<file path="src/rtl/alu_pkg.sv">
// Shared encodings for the multi-cycle ALU: opcodes, flag bit indices and handshake FSM states.
package alu_pkg;

  localparam logic [4:0] OP_ADD  = 5'd0;
  localparam logic [4:0] OP_INC  = 5'd1;
  localparam logic [4:0] OP_SUB  = 5'd2;
  localparam logic [4:0] OP_CMP  = 5'd3;
  localparam logic [4:0] OP_MUL  = 5'd4;
  localparam logic [4:0] OP_DIV  = 5'd5;
  localparam logic [4:0] OP_NOT  = 5'd6;
  localparam logic [4:0] OP_AND  = 5'd7;
  localparam logic [4:0] OP_OR   = 5'd8;
  localparam logic [4:0] OP_XOR  = 5'd9;
  localparam logic [4:0] OP_RR   = 5'd10;
  localparam logic [4:0] OP_RL   = 5'd11;
  localparam logic [4:0] OP_SETB = 5'd12;
  localparam logic [4:0] OP_CLRB = 5'd13;
  localparam logic [4:0] OP_SETF = 5'd14;
  localparam logic [4:0] OP_SWAP = 5'd15;

  localparam int FL_C   = 0;
  localparam int FL_V   = 1;
  localparam int FL_CMP = 2;
  localparam int FL_EQ  = 3;
  localparam int FL_F   = 4;
  localparam int FL_P   = 5;
  localparam int FL_N   = 6;
  localparam int FL_Z   = 7;
  localparam int FL_ILL = 8;

  typedef enum logic [1:0] {
    S_IDLE = 2'd0,
    S_ITER = 2'd1,
    S_DONE = 2'd2
  } state_e;

endpackage

</file>
<file path="src/rtl/alu_muldiv_iter.sv">
// Iterative unsigned shift-add multiplier / restoring divider, one bit per cycle for WIDTH cycles.
// done marks the final step; res_lo/res_hi then carry the finished product or quotient/remainder.
module alu_muldiv_iter #(
  parameter int WIDTH = 16
) (
  input  logic             clk,
  input  logic             rst_n,
  input  logic             start,
  input  logic             mode_div,
  input  logic [WIDTH-1:0] op_a,
  input  logic [WIDTH-1:0] op_b,
  output logic             done,
  output logic [WIDTH-1:0] res_lo,
  output logic [WIDTH-1:0] res_hi
);

  localparam int CW  = $clog2(WIDTH);
  localparam int MSB = WIDTH - 1;

  logic             busy_q, busy_d;
  logic             div_q, div_d;
  logic [CW-1:0]    cnt_q, cnt_d;
  logic [WIDTH-1:0] d_q, d_d;
  logic [WIDTH-1:0] hi_q, hi_d;
  logic [WIDTH-1:0] lo_q, lo_d;

  logic [WIDTH:0]   sum_w;
  logic [WIDTH:0]   shl_w;
  logic             ge;
  logic [WIDTH-1:0] hi_n, lo_n;

  // hi:lo is the product accumulator for MUL, remainder:quotient for DIV.
  always_comb begin
    sum_w = {1'b0, hi_q} + (lo_q[0] ? {1'b0, d_q} : '0);
    shl_w = {hi_q, lo_q[MSB]};
    ge    = shl_w >= {1'b0, d_q};
    if (div_q) begin
      hi_n = ge ? (shl_w[MSB:0] - d_q) : shl_w[MSB:0];
      lo_n = {lo_q[MSB-1:0], ge};
    end else begin
      hi_n = sum_w[WIDTH:1];
      lo_n = {sum_w[0], lo_q[MSB:1]};
    end
  end

  always_comb begin
    busy_d = busy_q;
    div_d  = div_q;
    cnt_d  = cnt_q;
    d_d    = d_q;
    hi_d   = hi_q;
    lo_d   = lo_q;
    if (start) begin
      busy_d = 1'b1;
      div_d  = mode_div;
      cnt_d  = '0;
      hi_d   = '0;
      lo_d   = mode_div ? op_a : op_b;
      d_d    = mode_div ? op_b : op_a;
    end else if (busy_q) begin
      hi_d  = hi_n;
      lo_d  = lo_n;
      cnt_d = cnt_q + 1'b1;
      if (cnt_q == CW'(WIDTH - 1)) busy_d = 1'b0;
    end
  end

  always_ff @(posedge clk or negedge rst_n) begin
    if (!rst_n) begin
      busy_q <= 1'b0;
      div_q  <= 1'b0;
      cnt_q  <= '0;
      d_q    <= '0;
      hi_q   <= '0;
      lo_q   <= '0;
    end else begin
      busy_q <= busy_d;
      div_q  <= div_d;
      cnt_q  <= cnt_d;
      d_q    <= d_d;
      hi_q   <= hi_d;
      lo_q   <= lo_d;
    end
  end

  assign done   = busy_q && (cnt_q == CW'(WIDTH - 1));
  assign res_lo = lo_n;
  assign res_hi = hi_n;

endmodule

</file>
<file path="src/rtl/alu_mc.sv">
// Multi-cycle ALU: 1-cycle ops, WIDTH-cycle MUL/DIV; accept only in IDLE.
// Results/flags registered and held while out_valid && !out_ready.
module alu_mc
  import alu_pkg::*;
#(
  parameter  int WIDTH = 16,
  localparam int BPW   = $clog2(WIDTH)
) (
  input  logic             clk,
  input  logic             rst_n,
  input  logic             in_valid,
  output logic             in_ready,
  input  logic [4:0]       opcode,
  input  logic [WIDTH-1:0] operand_1,
  input  logic [WIDTH-1:0] operand_2,
  input  logic [BPW-1:0]   bit_position,
  output logic             out_valid,
  input  logic             out_ready,
  output logic [WIDTH-1:0] result_0,
  output logic [WIDTH-1:0] result_1,
  output logic [15:0]      flag_reg
);

  localparam int MSB  = WIDTH - 1;
  localparam int HALF = WIDTH / 2;

  state_e           state_q, state_d;
  logic [WIDTH-1:0] result_0_q, result_0_d;
  logic [WIDTH-1:0] result_1_q, result_1_d;
  logic [15:0]      flag_q, flag_d;

  logic [WIDTH-1:0] sc_r0, sc_r1, b_add, diff, bit_mask;
  logic [WIDTH:0]   sum_w;
  logic             sc_c, sc_v, sc_gt, sc_eq, sc_ill, sc_setf, iter_op;
  logic [15:0]      setf_mask;

  logic             md_start, md_done;
  logic [WIDTH-1:0] md_lo, md_hi;

  // Z/N/P always follow result_0; F is carried through untouched.
  function automatic logic [15:0] pack_flags(input logic [WIDTH-1:0] r, input logic c, input logic v,
                                             input logic gt, input logic eq, input logic ill,
                                             input logic f);
    logic [15:0] fl;
    fl         = '0;
    fl[FL_C]   = c;
    fl[FL_V]   = v;
    fl[FL_CMP] = gt;
    fl[FL_EQ]  = eq;
    fl[FL_F]   = f;
    fl[FL_P]   = ~^r;
    fl[FL_N]   = r[WIDTH-1];
    fl[FL_Z]   = ~|r;
    fl[FL_ILL] = ill;
    return fl;
  endfunction

  always_comb begin
    sc_r0     = '0;
    sc_r1     = '0;
    sc_c      = 1'b0;
    sc_v      = 1'b0;
    sc_gt     = 1'b0;
    sc_eq     = 1'b0;
    sc_ill    = 1'b0;
    sc_setf   = 1'b0;
    b_add     = (opcode == OP_INC) ? WIDTH'(1) : operand_2;
    sum_w     = {1'b0, operand_1} + {1'b0, b_add};
    diff      = operand_1 - operand_2;
    bit_mask  = WIDTH'(1) << bit_position;
    setf_mask = (int'(bit_position) <= FL_ILL) ? (16'h1 << bit_position) : 16'h0;
    iter_op   = (opcode == OP_MUL) || ((opcode == OP_DIV) && (operand_2 != '0));
    case (opcode)
      OP_ADD, OP_INC: begin
        sc_r0 = sum_w[MSB:0];
        sc_c  = sum_w[WIDTH];
        sc_v  = (operand_1[MSB] == b_add[MSB]) && (sum_w[MSB] != operand_1[MSB]);
      end
      OP_SUB: begin
        sc_r0 = diff;
        sc_c  = operand_1 < operand_2;
        sc_v  = (operand_1[MSB] != operand_2[MSB]) && (diff[MSB] != operand_1[MSB]);
      end
      OP_CMP: begin
        sc_r0 = diff;
        sc_c  = operand_1 < operand_2;
        sc_gt = operand_1 > operand_2;
        sc_eq = operand_1 == operand_2;
      end
      OP_MUL: ;
      // Only the divide-by-zero case completes here; real divides go iterative.
      OP_DIV: begin
        sc_r0 = '1;
        sc_r1 = operand_1;
        sc_v  = 1'b1;
      end
      OP_NOT:  sc_r0 = ~operand_1;
      OP_AND:  sc_r0 = operand_1 & operand_2;
      OP_OR:   sc_r0 = operand_1 | operand_2;
      OP_XOR:  sc_r0 = operand_1 ^ operand_2;
      OP_RR:   sc_r0 = {operand_1[0], operand_1[MSB:1]};
      OP_RL:   sc_r0 = {operand_1[MSB-1:0], operand_1[MSB]};
      OP_SWAP: sc_r0 = {operand_1[HALF-1:0], operand_1[MSB:HALF]};
      OP_SETB: sc_r0 = operand_1 | bit_mask;
      OP_CLRB: sc_r0 = operand_1 & ~bit_mask;
      OP_SETF: sc_setf = 1'b1;
      default: sc_ill = 1'b1;
    endcase
  end

  always_comb begin
    state_d    = state_q;
    result_0_d = result_0_q;
    result_1_d = result_1_q;
    flag_d     = flag_q;
    md_start   = 1'b0;
    case (state_q)
      S_IDLE: begin
        if (in_valid) begin
          if (iter_op) begin
            md_start = 1'b1;
            state_d  = S_ITER;
          end else begin
            result_0_d = sc_r0;
            result_1_d = sc_r1;
            flag_d     = sc_setf ? (flag_q | setf_mask)
                                 : pack_flags(sc_r0, sc_c, sc_v, sc_gt, sc_eq, sc_ill, flag_q[FL_F]);
            state_d    = S_DONE;
          end
        end
      end
      S_ITER: begin
        if (md_done) begin
          result_0_d = md_lo;
          result_1_d = md_hi;
          flag_d     = pack_flags(md_lo, 1'b0, 1'b0, 1'b0, 1'b0, 1'b0, flag_q[FL_F]);
          state_d    = S_DONE;
        end
      end
      S_DONE: begin
        if (out_ready) state_d = S_IDLE;
      end
      default: state_d = S_IDLE;
    endcase
  end

  always_ff @(posedge clk or negedge rst_n) begin
    if (!rst_n) begin
      state_q    <= S_IDLE;
      result_0_q <= '0;
      result_1_q <= '0;
      flag_q     <= '0;
    end else begin
      state_q    <= state_d;
      result_0_q <= result_0_d;
      result_1_q <= result_1_d;
      flag_q     <= flag_d;
    end
  end

  alu_muldiv_iter #(.WIDTH(WIDTH)) u_muldiv (
    .clk      (clk),
    .rst_n    (rst_n),
    .start    (md_start),
    .mode_div (opcode == OP_DIV),
    .op_a     (operand_1),
    .op_b     (operand_2),
    .done     (md_done),
    .res_lo   (md_lo),
    .res_hi   (md_hi)
  );

  assign in_ready  = (state_q == S_IDLE);
  assign out_valid = (state_q == S_DONE);
  assign result_0  = result_0_q;
  assign result_1  = result_1_q;
  assign flag_reg  = flag_q;

endmodule

</file>
<file path="config.mk">
export PLATFORM = sky130hd
export DESIGN_NAME = alu_mc
export DESIGN_NICKNAME = d
export VERILOG_FILES = /design/src/rtl/alu_pkg.sv /design/src/rtl/alu_muldiv_iter.sv /design/src/rtl/alu_mc.sv
export SDC_FILE = /design/constraint.sdc
export NUM_CORES = 1
export LEC_CHECK = 0
export CORE_MARGIN = 3
export CORE_UTILIZATION = 50
export CTS_CLUSTER_SIZE = 16
export DETAILED_ROUTE_END_ITERATION = 7
export GPL_TIMING_DRIVEN = 0
export PLACE_DENSITY = 0.78
export SYNTH_ARGS = -nofsm -noshare
export SYNTH_HDL_FRONTEND = slang
export SYNTH_HIERARCHICAL = 1
export SYNTH_SLANG_ARGS = --single-unit
</file>
<file path="constraint.sdc">
create_clock -name clk -period 4.5 [get_ports clk]
set_clock_uncertainty 0.15 [all_clocks]
set_input_delay 0.9 -clock clk [delete_from_list [all_inputs] [get_ports clk]]
set_output_delay 0.9 -clock clk [all_outputs]
set_load 0.005 [all_outputs]
</file>
==> results.json <==
{
  "status": "finished with violations",
  "violations": "setup timing",
  "maxCapViolCount": 0,
  "clock_latency_ps": 350,
  "p_switching_mw": 3.751,
  "p_int_mw": 3.982,
  "grt_overflow": 0,
  "grt_util_met2_pct": 60.60,
  "synth.distinct_cells": 104,
  "seqPwrFrac_pct": 21.5,
  "coreArea_um2": 22030,
  "hold_buffers": 0,
  "hold_violations": 0,
  "async_flop_share_pct": 100.0,
  "cts_made_buffers": 9,
  "drc_errors": 0,
  "grt_pass1_vias": 12180,
  "total_power_mw": 7.733,
  "p_leak_nw": 5.645,
  "num_rows": 54,
  "crit_path_end_kind": "register",
  "mostFrequentLayoutCell": "nor2_1",
  "tritoncts": "yes",
  "track_usage_pct": 38.29,
  "dp_slack_ps": -1976,
  "synth-edff-count": 0,
  "grt_pass1_wl_mm": 71.84,
  "start_util_pct": 51.49,
  "wl_mm": 48.32,
  "viasPerCell": 6.809,
  "place_area_um2": 12750,
  "numPlacedInstances": 1805,
  "min_path_type": "reg2reg",
  "htree_levels": 3,
  "timing.fmax_ghz": 0.1945,
  "slew_headroom_pct": 33.80,
  "p_per_area_nw_per_um2": 569.3,
  "drt-initial-drc-count": 1832,
  "grt_max_degree": 63,
  "num_io_pins": 95,
  "ff2ff_setup_slack_ps": 440,
  "startpoint_type": "input port",
  "synth.cell_area_um2": 11340,
  "clkSinkCount": 104,
  "final_util_pct": 61.67,
  "dpl.hpwl_mm": 36.18,
  "gp_congestion": 1.024,
  "met1_usage_pct": 48.20,
  "arrival_ps": 5270,
  "clkPwrFrac_pct": 10.9,
  "layout-drive-gt1-share_pct": 13.54,
  "final_cells": 1861,
  "top_usage_layer": "met2",
  "hold_depth": 1,
  "avgSynthCellArea_um2": 7.932,
  "setup_viol": 2,
  "final_area_um2": 13580,
  "finalSetupTns_ps": -864.6,
  "seq_area_frac_synth_pct": 22.95,
  "synth-warning-count": 6,
  "ys_ff_latch": 104,
  "cp_max_fo": 5,
  "dieHeight_um": 156.6,
  "fin_nets": 1705,
  "port_buffers": 94,
  "slew_violations": 0,
  "synthFlopType": "dfrtp_1",
  "r2r_end": "flag_reg[5]$_DFFE_PN0P_",
  "tightest_slew_ps": 979.2,
  "cts_root_buf": "clkbuf_16",
  "mostFrequentLayoutCells": "127 x nor2_1, 108 x nand2_1, 104 x dfrtp_1",
  "drt-pass1-iter-count": 6,
  "r2r-start": "u_muldiv/d_q[10]$_DFFE_PN0P_",
  "timing.final.ws_setup_ps": -641.3,
  "ff2ff_path_depth": 15,
  "postSynthCellCount": 1430,
  "worstHoldEndpoint": "result_0[3]$_DFFE_PN0P_",
  "grtUsageMet3_pct": 6.195,
  "vdd_drop_max_uv": 354.4,
  "cts.path.max_buffers": 2,
  "grt_setup_unrepaired": "yes",
  "die_x_um": 156.6,
  "cp.required_ps": 4630,
  "pwr-share-comb_pct": 67.6,
  "period_minus_slack_ps": 5141,
  "hold_slack_ps": 344.4,
  "antenna_found_initial": 1,
  "min_from": "result_0[3]$_DFFE_PN0P_",
  "fillCellCount": 1951,
  "via_count": 12670,
  "post-route-period-util_pct": 114.3,
  "clk_pin_slew_ps": 90,
  "critPathKind": "in2reg",
  "antenna_left": 0,
  "wl_per_cell_um": 25.97,
  "sw_frac_of_total_pct": 48.50,
  "area_delta_synth_final_pct": 19.76,
  "synth.net_count": 1560,
  "dieArea_um2": 24530
}
[logic make-up (layout without fill, tap and decap cells)]
group	Yosys count	in the layout	share of synthesized area, %
and+or+nand+nor	485	485	22.24
AOI/OAI and AO/OA	455	455	27.70
buffers and inverters	174	324	6.442
DFF	104	104	22.95
adders and majority gates	85	85	9.641
muxes	77	77	7.170
xor gates and xnor gates	50	50	3.861
other	0	1	0
[per-layer routing]
metal / vias up / part of all wire [%]
li1: 5603 / -
met1: 5983 / 38
met2: 845 / 44
met4: 2 / 8.1
met3: 238 / 10
met5: - / 0.027
[critical path, stage by stage]
cell,delay [ps]
buf_8,100
buf_8,110
nor4_4,430
clkbuf_8,270
buf_6,110
a21oi_2,40
ha_1,340
o211ai_1,120
o21ai_2,310
o2111ai_4,170
a31o_1,290
mux2_4,340
a2111oi_4,420
ha_4,290
xnor2_4,140
xnor2_2,150
xnor2_1,190
nor2_1,60
a311o_1,300
a31oi_1,190
[cell usage after synthesis (22+ instances only)]
library cell / count / share of area [%]
nand2_1: 110 / 3.6
nor2_1: 127 / 4.2
a21o_1: 25 / 1.7
dfrtp_1: 104 / 23
buf_2: 22 / 0.97
mux2_2: 34 / 3.4
inv_1: 78 / 2.6
nand3_1: 50 / 2.2
mux2i_1: 43 / 3.8
a31oi_1: 40 / 2.2
clkbuf_1: 49 / 1.6
o21ai_0: 68 / 3.0
a211oi_1: 22 / 1.5
ha_1: 81 / 8.9
xnor2_1: 35 / 2.7
a21oi_1: 101 / 4.5
nand2b_1: 26 / 1.4
nor3_1: 31 / 1.4
[cell type report]
class / count / area, µm² / area share, %
clock buffer: 9 / 225.2 / 1.658
clock inverter: 7 / 87.58 / 0.6448
sequential: 104 / 2603 / 19.16
multi-input combinational: 1152 / 8280 / 60.96
antenna: 1 / 2.502 / 0.01842
tap: 280 / 350.3 / 2.579
buffer: 90 / 435.4 / 3.206
inverter: 80 / 300.3 / 2.211
timing repair buffer: 138 / 1299 / 9.562
[repair_timing]
action,4_1_cts,5_1_grt
resized for setup,56,26
buffers inserted,34,13
endpoints found under the setup margin,36,22
pin swaps,36,32
[power by group through the flow]
| stage | logic (mW) | clock network, mW | registers [mW] |
|---|---|---|---|
| floorplan | 3.56 | 0 | 1.54 |
| global placement | 4.82 | 0 | 1.65 |
| detailed placement | 4.92 | 0 | 1.66 |
| CTS | 5.03 | 0.844 | 1.64 |
| global route | 5.67 | 0.881 | 1.69 |
| finish | 5.23 | 0.844 | 1.66 |
[worst max-delay path by stage]
stage,startpoint,end,cells after the start
final,opcode[4],flag_reg[5]$_DFFE_PN0P_,20
after floorplan,opcode[4],flag_reg[5]$_DFFE_PN0P_,23
after CTS,opcode[3],flag_reg[5]$_DFFE_PN0P_,22
after detailed placement,opcode[4],flag_reg[5]$_DFFE_PN0P_,23
after global placement,opcode[4],flag_reg[5]$_DFFE_PN0P_,23
after global routing,opcode[4],flag_reg[5]$_DFFE_PN0P_,20
No activity file was read; power rests on OpenSTA's default activity.
